### src/rtl/mcu_if.sv
// rtl/mcu_if.sv - button/decoder inputs and player-control outputs of the MP3 control unit
interface mcu_if #(
    parameter int SONG_W = 2
);
    logic              play_button;
    logic              next;
    logic              song_done;
    logic              play;
    logic [SONG_W-1:0] song;
    logic              reset_play;

    modport master (
        output play_button,
        output next,
        output song_done,
        input  play,
        input  song,
        input  reset_play
    );

    modport slave (
        input  play_button,
        input  next,
        input  song_done,
        output play,
        output song,
        output reset_play
    );
endinterface

### src/rtl/mcu.sv
// rtl/mcu.sv - MP3 player control unit: play/pause FSM, song index, player-reset pulse
module mcu #(
    parameter int SONG_W = 2
) (
    input  logic clk,
    input  logic reset,
    mcu_if.slave bus
);

    typedef enum logic {
        PAUSED  = 1'b0,
        PLAYING = 1'b1
    } state_t;

    state_t            state_q, state_d;
    logic [SONG_W-1:0] song_q, song_d;
    logic              reset_play_q, reset_play_d;
    logic              play_hist_q, play_hist_d;
    logic              next_hist_q, next_hist_d;

    logic play_press;
    logic next_press;

    // History resets to 1 so a button held through reset release is not a press.
    assign play_press = bus.play_button & ~play_hist_q;
    assign next_press = bus.next & ~next_hist_q;

    always_ff @(posedge clk or negedge reset) begin
        if (!reset) begin
            state_q      <= PAUSED;
            song_q       <= '0;
            reset_play_q <= 1'b1;
            play_hist_q  <= 1'b1;
            next_hist_q  <= 1'b1;
        end else begin
            state_q      <= state_d;
            song_q       <= song_d;
            reset_play_q <= reset_play_d;
            play_hist_q  <= play_hist_d;
            next_hist_q  <= next_hist_d;
        end
    end

    // song_done beats next beats play; losing presses are consumed, not deferred.
    always_comb begin
        state_d      = state_q;
        song_d       = song_q;
        reset_play_d = 1'b0;
        play_hist_d  = bus.play_button;
        next_hist_d  = bus.next;
        if (bus.song_done) begin
            state_d      = PAUSED;
            reset_play_d = 1'b1;
        end else if (next_press) begin
            song_d       = song_q + 1'b1;
            reset_play_d = 1'b1;
        end else if (play_press) begin
            state_d = (state_q == PLAYING) ? PAUSED : PLAYING;
        end
    end

    always_comb begin
        bus.play       = (state_q == PLAYING);
        bus.song       = song_q;
        bus.reset_play = reset_play_q;
    end

endmodule

### src/flat_wrapper.sv
// flat-port wrapper written by rule: the top's interface ports become plain ports
module mcu_flat 
#(
    parameter int SONG_W = 2
)
  (clk, reset, bus_play_button, bus_next, bus_song_done, bus_play, bus_song, bus_reset_play);
  mcu_if #(.SONG_W(SONG_W)) bus_i ();
  input  logic clk;
  input  logic reset;
  input wire logic [$bits(bus_i.play_button)-1:0] bus_play_button;
  input wire logic [$bits(bus_i.next)-1:0] bus_next;
  input wire logic [$bits(bus_i.song_done)-1:0] bus_song_done;
  output wire logic [$bits(bus_i.play)-1:0] bus_play;
  output wire logic [$bits(bus_i.song)-1:0] bus_song;
  output wire logic [$bits(bus_i.reset_play)-1:0] bus_reset_play;
  assign bus_i.play_button = bus_play_button;
  assign bus_i.next = bus_next;
  assign bus_i.song_done = bus_song_done;
  assign bus_play = bus_i.play;
  assign bus_song = bus_i.song;
  assign bus_reset_play = bus_i.reset_play;
  mcu #(.SONG_W(SONG_W)) u_core (.clk(clk), .reset(reset), .bus(bus_i));
endmodule
### config.mk
export PLATFORM = sky130hd
export DESIGN_NAME = mcu_flat
export DESIGN_NICKNAME = d
export VERILOG_FILES = /design/src/rtl/mcu_if.sv /design/src/rtl/mcu.sv /design/src/flat_wrapper.sv
export SDC_FILE = /design/constraint.sdc
export NUM_CORES = 1
export LEC_CHECK = 0
export BUFFER_PORTS_ARGS = -buffer_cell sky130_fd_sc_hd__buf_2
export CAP_MARGIN = 5
export CORE_AREA = 2 2 39 41
export CTS_CLUSTER_SIZE = 20
export DETAILED_ROUTE_END_ITERATION = 8
export DIE_AREA = 0 0 41 43
export GPL_TIMING_DRIVEN = 0
export SLEW_MARGIN = 15
export SYNTH_ARGS = -nofsm -noshare
export SYNTH_HDL_FRONTEND = slang
export SYNTH_SLANG_ARGS = --single-unit
### constraint.sdc
create_clock -name clk -period 1.7 [get_ports clk]
set_clock_uncertainty 0.15 [all_clocks]
set_input_delay 0.085 -clock clk [delete_from_list [all_inputs] [get_ports clk]]
set_output_delay 0.085 -clock clk [all_outputs]
set_load 0.03 [all_outputs]
==> impl_metrics.csv, run 1 <==
group,metric,value,unit
run_status,run_status,"finished, final reports clean",
global_routing,antenna_found_initial,0,
final_layout,finish.instance_area,367.9,um2
final_layout,multi_input_area,87.58,um2
setup_path,cp-end-kind,"flip-flop",
clock_network,clk_latency,0.24,ns
placement,place_congestion,0.5699,
final_layout,diodes,0,
drt,drt_drc_violations_left,0,
synth,synthCells,16,
sta,timing.fmax,0.7732,GHz
synth,synth-compound-area-share,0,%
clock_network,cts_setup_buffers,0,
synth,synth.largest_area_cell,"dfstp_2",
sta,tightest_slew,0.1431,ns
drt,drt-vias-per-instance,3.563,
synth,synth_area_leaders,"dfstp_2 (33%), dfrtp_1 (31%), xor2_1 (7.3%), mux2_4 (6.2%), nand2b_4 (5.7%)",
setup_path,critPathArrivalTime,1.26,ns
setup_path,path_max_fanout,4,
clock_network,htreeDepth,1,
placement,io_buffers,8,
synth,ys_seq_area_share,63.73,%
sta,fin_crit_sh,76.08,%
floorplanning,initial_core_util,17.45,%
placement,placed_area,301.5,um2
sta,finalSetupTns,0,ns
synth,async_reset_ff_share,100.0,%
sta,hold_viol_final,0,
synth,synth_edf_count,0,
floorplanning,rows,14,
synth,synth.area.mux_share,6.218,%
drt,routed_wl,430,um
clock_network,path_clk_slew,0.05,ns
global_routing,grt_pass1_vias,187,
synth,synthXorXnorAreaFrac,7.254,%
synth,synth_cell_types,10,
setup_path,worstSetupPathType,"flip-flop to flip-flop",
global_routing,grt_usage,7.287,%
global_routing,grt_max_degree,7,
clock_network,numCtsBuffers,3,
sta,worst_hold_slack,0.03393,ns
sta,rsz0062_at_grt,"no",
final_layout,fill_cells,147,
synth,yosys.area_share.simple,22.80,%
clock_network,clkSinkCount,6,
clock_network,ctsResizeCount,0,
final_layout,seq_area,153.9,um2
flow_run,max_cap_violations,0,
synth,ys.warnings.count,0,
synth,syn_area,241.5,um2
setup_path,required,1.67,ns
setup_path,start_kind,"flip-flop",
power,ir_drop,0.3405,mV
synth,ys.flop_type,"dfstp_2",
sta,finalCriticalPeriod,1.293,ns
final_layout,drive_gt1_share,53.13,%
final_layout,fin_nets,38,
drt,vias,171,
clock_network,cts_root_buffer,"clkbuf_4",
synth,synth.cells.most_frequent,"dfrtp_1 (3), dfstp_2 (3), nor2_1 (2), xor2_1 (2)",
synth,synth_top_cell_area_share,32.64,%
floorplanning,die_y,43,um
drt,wl_per_cell,8.958,um
setup_path,cp_slowest_stage_delay,0.50,ns
sta,max_slew_margin,90.42,%
floorplanning,die_w,41,um
worst_hold_path,holdCritPathClass,"input pin to asynchronous set/reset pin",
synth,yosys_register_bits,6,
clock_network,cts_tree,"done",
sta,drv_slew,0,
setup_path,path_cells,"nand2b_4 -> nand3b_1 -> mux2_4",
drt,first_iter_violations,2,
drt,ant_nets,0,
floorplanning,num_io_pins,9,
synth,synth_fp_nets,21,
drt,dr.pass1.iters,2,
floorplanning,dieArea,1763,um2
clock_network,clock_path_buffers,2,
power,power.density,1292,nW/um2
final_layout,area_delta_synth_final,52.33,%
sta,finalSetupViolCount,0,
global_routing,grt_overflow_total,0,
global_routing,grt_pass1_wl,738,um
floorplanning,core_area,1384,um2
power,power_leakage,0.1759,nW
synth,synthAdderAreaFrac,0,%
synth,synth_area_per_cell,15.09,um2
synth,synth_top_family_by_area,"simple AND/OR/NAND/NOR gates",
setup_path,crit_slowest_cell,"dfstp_2",
-- cell type report --
cell class                      count  area share [%]
Clock buffer                        4           7.143
Timing Repair Buffer               12           21.77
Multi-Input combinational cell     10           23.81
Tap cell                           16           5.442
Sequential cell                     6           41.84
-- metrics by stage --
stage               cells  util (%)  worst slack, ns   power, W
finish                 48     26.58           0.4067  0.0004752
global route           48     26.58           0.3620  0.0005095
CTS                    48     26.58           0.4036  0.0004874
detailed placement     40     21.79           0.4087  0.0003298
global placement       40     21.79           0.4157  0.0003263
floorplan              16         -           0.4340  0.0002850
-- sequential cells by signal, indices dropped and copies added, names as in the netlist --
name and flops:
u_core.play_hist_q 1, u_core.next_hist_q 1, u_core.bus.song 2, u_core.bus.reset_play 1, u_core.bus.play 1
-- timing repair --
action | 4_1_cts | 5_1_grt
endpoints found under the hold margin | 9 | 0
hold buffers | 4 | 0
setup endpoints to repair | 0 | 0
-- critical path: cells and delay by family (launching register included) --
family / cells / cell delay [ns]
simple gates: 2 / 0.21
flops: 1 / 0.50
mux: 1 / 0.31
-- worst paths after layout --
kind / start / end / slack, ns / depth (start not counted)
hold / removal: reset / u_core.bus.song[0] / 0.03 / 2
min in group clk: u_core.bus.song[1] / u_core.bus.song[1] / 0.31 / 1
setup / recovery: u_core.next_hist_q / u_core.bus.play / 0.41 / 3
max in group asynchronous: reset / u_core.next_hist_q / 1.13 / 2
setup reg to reg: u_core.next_hist_q / u_core.bus.play / 0.41 / 3
hold reg to reg: u_core.bus.song[1] / u_core.bus.song[1] / 0.31 / 1
-- logic make-up (layout without fill, tap and decap cells) --
| kind of cell | Yosys count | count (layout) |
|---|---|---|
| XOR/XNOR | 2 | 2 |
| flip-flops | 6 | 6 |
| buffers and inverters | 0 | 16 |
| AND/OR/NAND/NOR | 7 | 7 |
| multiplexers | 1 | 1 |
-- power breakdown --
part           total, W  switching, W  leakage [nW]  internal (W)
Combinational  0.000137     0.0000854        0.0925     0.0000514
Clock          0.000143     0.0000537        0.0150     0.0000890
Sequential     0.000196     0.0000191        0.0685      0.000177
Total          0.000475      0.000158         0.176      0.000317
-- metal layers --
| layer | up-vias | track usage, % | routed length [um] | part of all wire, % |
|---|---|---|---|---|
| met5 | - | 0 | 0 | 0 |
| met4 | 0 | 2.000 | 0 | 0 |
| met3 | 0 | 9.424 | 65 | 15 |
| met2 | 12 | 9.063 | 180 | 42 |
| met1 | 75 | 7.261 | 184 | 43 |
| li1 | 84 | - | - | - |
-- cell usage in the layout (no fill, tap or decap), drive strengths merged --
master	n
xor2	2
buf	8
nor2	2
or2b	1
clkbuf	4
nor3b	1
nor2b	1
dfrtp	3
nand2b	1
dlygate4sd3	4
mux2	1
dfstp	3
nand3b	1
Power figures use the tool's default switching activity.
==> run 2: changes to the inputs <==
- clock period: 1.7 -> 1 ns (I/O delays scaled with it)
==> run 2 against run 1 <==
  * The flow now finishes with violations (negative hold slack, negative setup slack)
  * Global-route usage up 0.30 points
  * Register-to-register slack worse by 0.67 ns
  * Utilization up 2.8 points
  * Wire length up 4.2%
  * Total power up 97%
  * Design area up 11%
  * Fmax up 2.3%
  * Clock power up 70%
  * Combinational power rose to 2.6 times the previous value
  * Critical path type unchanged
  * Die area unchanged
==> impl_metrics.csv, run 2 (synthesis results as in run 1) <==
group,metric,value,unit
final_layout,drive_gt1_share,61.76,%
final_layout,multi_input_area,87.58,um2
final_layout,finish.instance_area,406.6,um2
power,p_clk_share,26.0,%
placement,place_congestion,0.5924,
power,seq_power_share,36.4,%
final_layout,area_delta_synth_final,68.39,%
run_status,run_status,"finished, violations left",
setup_path,path_max_fanout,2,
power,pwr-share-comb,37.6,%
global_routing,grt_pass1_wl,800,um
run_status,violations,"negative hold slack, negative setup slack",
drt,dr.pass1.iters,2,
sta,fin_ws,-0.2637,ns
setup_path,cp_slowest_stage_delay,0.51,ns
sta,max_slew_margin,90.10,%
setup_path,start_kind,"flip-flop",
clock_network,numCtsBuffers,3,
global_routing,grt_overflow_total,0,
setup_path,r2r_slack,-0.26,ns
floorplanning,die_w,41,um
power,design_power_total,0.0009366,W
floorplanning,die_y,43,um
sta,rsz0062_at_grt,"yes",
drt,drt-vias-per-instance,3.380,
clock_network,clkSinkCount,6,
sta,hold_viol_final,1,
placement,placed_area,302.8,um2
global_routing,grt_max_degree,7,
sta,tightest_slew,0.1479,ns
setup_path,cp-end-kind,"flip-flop",
drt,vias,169,
setup_path,critPathArrivalTime,1.24,ns
setup_path,worstSetupPathType,"flip-flop to flip-flop",
floorplanning,initial_core_util,17.45,%
power,ir_drop,0.9857,mV
final_layout,diodes,0,
clock_network,cts_root_buffer,"clkbuf_4",
drt,first_iter_violations,1,
global_routing,antenna_found_initial,0,
global_routing,grt_usage,7.583,%
power,power_leakage,0.1925,nW
sta,finalCriticalPeriod,1.264,ns
floorplanning,num_io_pins,9,
sta,timing.fmax,0.7913,GHz
setup_path,path_cells,"nand2b_4 -> nand3b_1 -> mux2_4",
power,switchingPower,0.0002905,W
sta,worst_hold_slack,-0.2086,ns
floorplanning,core_area,1384,um2
setup_path,crit_slowest_cell,"dfstp_2",
final_layout,seq_area,155.1,um2
clock_network,path_clk_slew,0.04,ns
clock_network,clock_path_buffers,2,
drt,routed_wl,448,um
power,swShare,31.01,%
clock_network,cts_tree,"done",
sta,finalSetupTns,-0.8248,ns
final_layout,largest_reg_flops,2,
drt,drt_drc_violations_left,0,
floorplanning,dieArea,1763,um2
worst_hold_path,holdCritPathClass,"input pin to flip-flop",
placement,io_buffers,8,
setup_path,required,0.97,ns
final_layout,fin_nets,40,
global_routing,grt_pass1_vias,194,
drt,wl_per_cell,8.960,um
sta,finalSetupViolCount,5,
final_layout,fill_cells,141,
power,p_int,0.0006461,W
clock_network,htreeDepth,1,
clock_network,clk_latency,0.24,ns
floorplanning,rows,14,
drt,ant_nets,0,
power,power.density,2303,nW/um2
final_layout,layout_common_cells,"buf_2 (4), buf_6 (4)",
clock_network,cts_hold_buf,3,
sta,fin_crit_sh,126.4,%
flow_run,max_cap_violations,0,
sta,drv_slew,0,
-- run 2: cell count changes in the layout (fill, tap and decap cells not counted) --
cell | previous run | this run
buf_2 | 8 | 4
buf_4 | 0 | 3
buf_6 | 0 | 4
dfrtp_1 | 3 | 2
dfrtp_2 | 0 | 1
dlygate4sd3_1 | 4 | 3
-- run 2: path summary, 6_finish.rpt --
kind / end / depth (start not counted) / from
setup / recovery: u_core.bus.play / 3 / u_core.next_hist_q
hold / removal: u_core.next_hist_q / 1 / bus_next
setup reg to reg: u_core.bus.play / 3 / u_core.next_hist_q
hold reg to reg: u_core.bus.song[1] / 2 / u_core.bus.song[1]
max in group asynchronous: u_core.play_hist_q / 2 / reset
min in group asynchronous: u_core.bus.song[1] / 2 / reset
-- run 2: what timing repair did --
action / 4_1_cts / 5_1_grt
hold endpoints to repair: 11 / 1
setup endpoints to repair: 8 / 8
resized for setup: 7 / 1
pin swaps: 2 / 1
buffers inserted: 2 / 1
-- run 2: power groups by stage --
| stage | Combinational (W) | Clock, W | Sequential [W] |
|---|---|---|---|
| after floorplan | 0.0000533 | 0 | 0.000436 |
| after global placement | 0.000217 | 0 | 0.000341 |
| after detailed placement | 0.000221 | 0 | 0.000344 |
| after CTS | 0.000310 | 0.000257 | 0.000342 |
| after global routing | 0.000380 | 0.000274 | 0.000348 |
| final | 0.000352 | 0.000243 | 0.000341 |
-- run 2: routing by layer --
| layer | vias to the layer above | track usage [%] | wire length [um] |
|---|---|---|---|
| li1 | 86 | - | - |
| met1 | 72 | 8.882 | 206 |
| met2 | 11 | 8.438 | 179 |
| met3 | 0 | 7.853 | 62 |
| met4 | 0 | 4.000 | 0 |
| met5 | - | 0 | 0 |
-- run 2: worst max-delay path: cells and delay by family, from the launching register on --
kind / cells / cell delay (ns)
flip-flops: 1 / 0.51
AND/OR/NAND/NOR: 2 / 0.20
multiplexers: 1 / 0.30
-- run 2: layout make-up --
| class | count | area share [%] |
|---|---|---|
| clock buffers | 4 | 6.462 |
| multi-input cells | 10 | 21.54 |
| flip-flops and latches | 6 | 38.15 |
| well taps | 16 | 4.923 |
| repair buffers | 14 | 28.92 |
-- run 2: metrics by stage --
stage               instances  setup WS (ns)  util (%)
floorplan                  16        -0.2660         -
global placement           40        -0.2860     21.88
detailed placement         40        -0.2854     21.88
CTS                        49        -0.2726     28.57
global route               50        -0.3081     29.39
finish                     50        -0.2637     29.39
==> run 3: changes to the inputs <==
- GPL_TIMING_DRIVEN: 0 -> not set
- SLEW_MARGIN: 15 -> not set
==> run 3 against run 2 <==
  * First-iteration DRC count is 100% lower
  * Die area stayed put
  * Worst setup slack worse by 0.0075 ns
  * Sequential cell count stayed put
  * The run still ends with negative hold slack, negative setup slack left
  * Clock power is 2% lower
  * Design area is 4.9% higher
  * Sequential power hardly changed
  * Register-to-register slack hardly changed
  * Largest cell class unchanged
  * Total power is 1.5% higher
  * Fmax is 0.59% lower
==> impl_metrics.csv, run 3 (synthesis results as in run 1) <==
group,metric,value,unit
floorplanning,rows,14,
setup_path,start_kind,"flip-flop",
sta,finalSetupTns,-0.9374,ns
floorplanning,num_io_pins,9,
placement,place_congestion,0.6563,
drt,wl_per_cell,8.824,um
run_status,run_status,"finished, violations left",
sta,hold_viol_final,1,
drt,dr.pass1.iters,1,
power,power_leakage,0.2026,nW
power,power.density,2227,nW/um2
setup_path,worstSetupPathType,"flip-flop to flip-flop",
global_routing,grt_max_degree,7,
placement,hpwl,327.1,um
clock_network,clock_path_buffers,2,
worst_hold_path,holdCritPathClass,"input pin to flip-flop",
power,p_int,0.0006611,W
power,switchingPower,0.0002893,W
final_layout,layout_common_cells,"buf_6 (5), buf_2 (4)",
floorplanning,initial_core_util,17.45,%
clock_network,cts_root_buffer,"clkbuf_4",
sta,max_slew_margin,90.48,%
floorplanning,core_area,1384,um2
global_routing,antenna_found_initial,0,
drt,ant_nets,0,
clock_network,clkSinkCount,6,
sta,fin_ws,-0.2712,ns
final_layout,drive_gt1_share,65.71,%
global_routing,grt_overflow_total,0,
placement,placed_area,317.8,um2
final_layout,area_delta_synth_final,76.68,%
sta,timing.fmax,0.7867,GHz
setup_path,cp_slowest_stage_delay,0.50,ns
setup_path,path_cells,"nand2b_4 -> nand3b_1 -> mux2_4",
setup_path,critPathArrivalTime,1.24,ns
power,seq_power_share,36.0,%
sta,fin_crit_sh,127.1,%
worst_hold_path,hold_path_depth,1,
clock_network,path_clk_slew,0.04,ns
global_routing,grt_pass1_vias,191,
final_layout,diodes,0,
clock_network,cts_hold_buf,3,
power,pwr-share-comb,39.1,%
clock_network,htreeDepth,1,
placement,io_buffers,8,
drt,drt_drc_violations_left,0,
clock_network,numCtsBuffers,3,
sta,worst_hold_slack,-0.2038,ns
clock_network,clk_latency,0.24,ns
final_layout,final_common_cell,"buf_6",
sta,rsz0062_at_grt,"yes",
placement,placedCellCount,42,
sta,drv_slew,0,
setup_path,path_max_fanout,2,
drt,drt-vias-per-instance,3.549,
clock_network,cts_tree,"done",
final_layout,fin_nets,41,
floorplanning,die_y,43,um
floorplanning,die_w,41,um
setup_path,r2r_slack,-0.27,ns
final_layout,fin_cells,51,
sta,tightest_slew,0.1427,ns
power,swShare,30.44,%
flow_run,max_cap_violations,0,
sta,finalCriticalPeriod,1.271,ns
setup_path,reg2reg_depth,3,
power,design_power_total,0.0009504,W
drt,vias,181,
floorplanning,dieArea,1763,um2
sta,finalSetupViolCount,6,
setup_path,crit_slowest_cell,"dfstp_2",
global_routing,grt_pass1_wl,759,um
power,p_clk_share,24.9,%
final_layout,largest_reg_flops,2,
setup_path,required,0.97,ns
run_status,violations,"negative hold slack, negative setup slack",
drt,routed_wl,450,um
final_layout,finish.instance_area,426.7,um2
drt,first_iter_violations,0,
setup_path,cp-end-kind,"flip-flop",
power,ir_drop,0.9180,mV
global_routing,grt_usage,7.164,%
==> run 3: cell types whose count changed in the layout (fill, tap and decap cells not counted) <==
cell     previous run  this run
buf_6               4         5
nor3b_2             1         0
nor3b_4             0         1
nor2_1              2         1
nor2_2              0         1
==> run 3: worst paths after layout <==
| path | from | end |
|---|---|---|
| max in group asynchronous | reset | u_core.next_hist_q |
| worst max-delay path | u_core.next_hist_q | u_core.bus.play |
| worst min register to register | u_core.bus.song[1] | u_core.bus.song[1] |
| worst max register to register | u_core.next_hist_q | u_core.bus.play |
| min in group asynchronous | reset | u_core.bus.song[1] |
| worst min-delay path | bus_next | u_core.next_hist_q |
==> run 3: worst max-delay path, delay by kind of cell (launching register included) <==
| kind | cells | cell delay (ns) |
|---|---|---|
| simple gates | 2 | 0.20 |
| mux | 1 | 0.31 |
| flops | 1 | 0.50 |
==> run 3: final cells by class <==
cell class	count	area, um2
multi-input combinational	10	96.34
sequential	6	155.1
timing repair buffer	15	128.9
fill	152	957.2
clock buffer	4	26.28
tap	16	20.02
==> run 3: power by group through the flow <==
stage / Combinational [W] / Clock, W / Sequential, W
3_5_place_dp: 0.000225 / 0 / 0.000344
6_report: 0.000372 / 0.000237 / 0.000342
2_1_floorplan: 0.0000533 / 0 / 0.000436
3_3_place_gp: 0.000224 / 0 / 0.000340
4_1_cts: 0.000355 / 0.000253 / 0.000337
5_1_grt: 0.000403 / 0.000274 / 0.000353
==> run 3: metrics by stage <==
step	util (%)	setup slack, ns
2_1_floorplan	-	-0.2660
3_3_place_gp	22.97	-0.2696
3_5_place_dp	22.97	-0.2732
4_1_cts	30.92	-0.2810
5_1_grt	30.83	-0.3147
6_report	30.83	-0.2712
==> run 3: repair_timing <==
item,4_1_cts,5_1_grt
pin swaps,2,2
resized for setup,10,2
hold endpoints to repair,10,1
setup endpoints to repair,8,8
setup buffers,3,0
==> run 3: metal layers <==
metal  wire (um)  part of all wire (%)  global-route usage, %  vias to the layer above
met5           0                     0                      0                        -
li1            -                     -                      -                       90
met4           0                     0                  2.000                        0
met2         204                    45                  10.00                       10
met3          50                    11                  7.853                        0
met1         195                    43                  6.863                       81
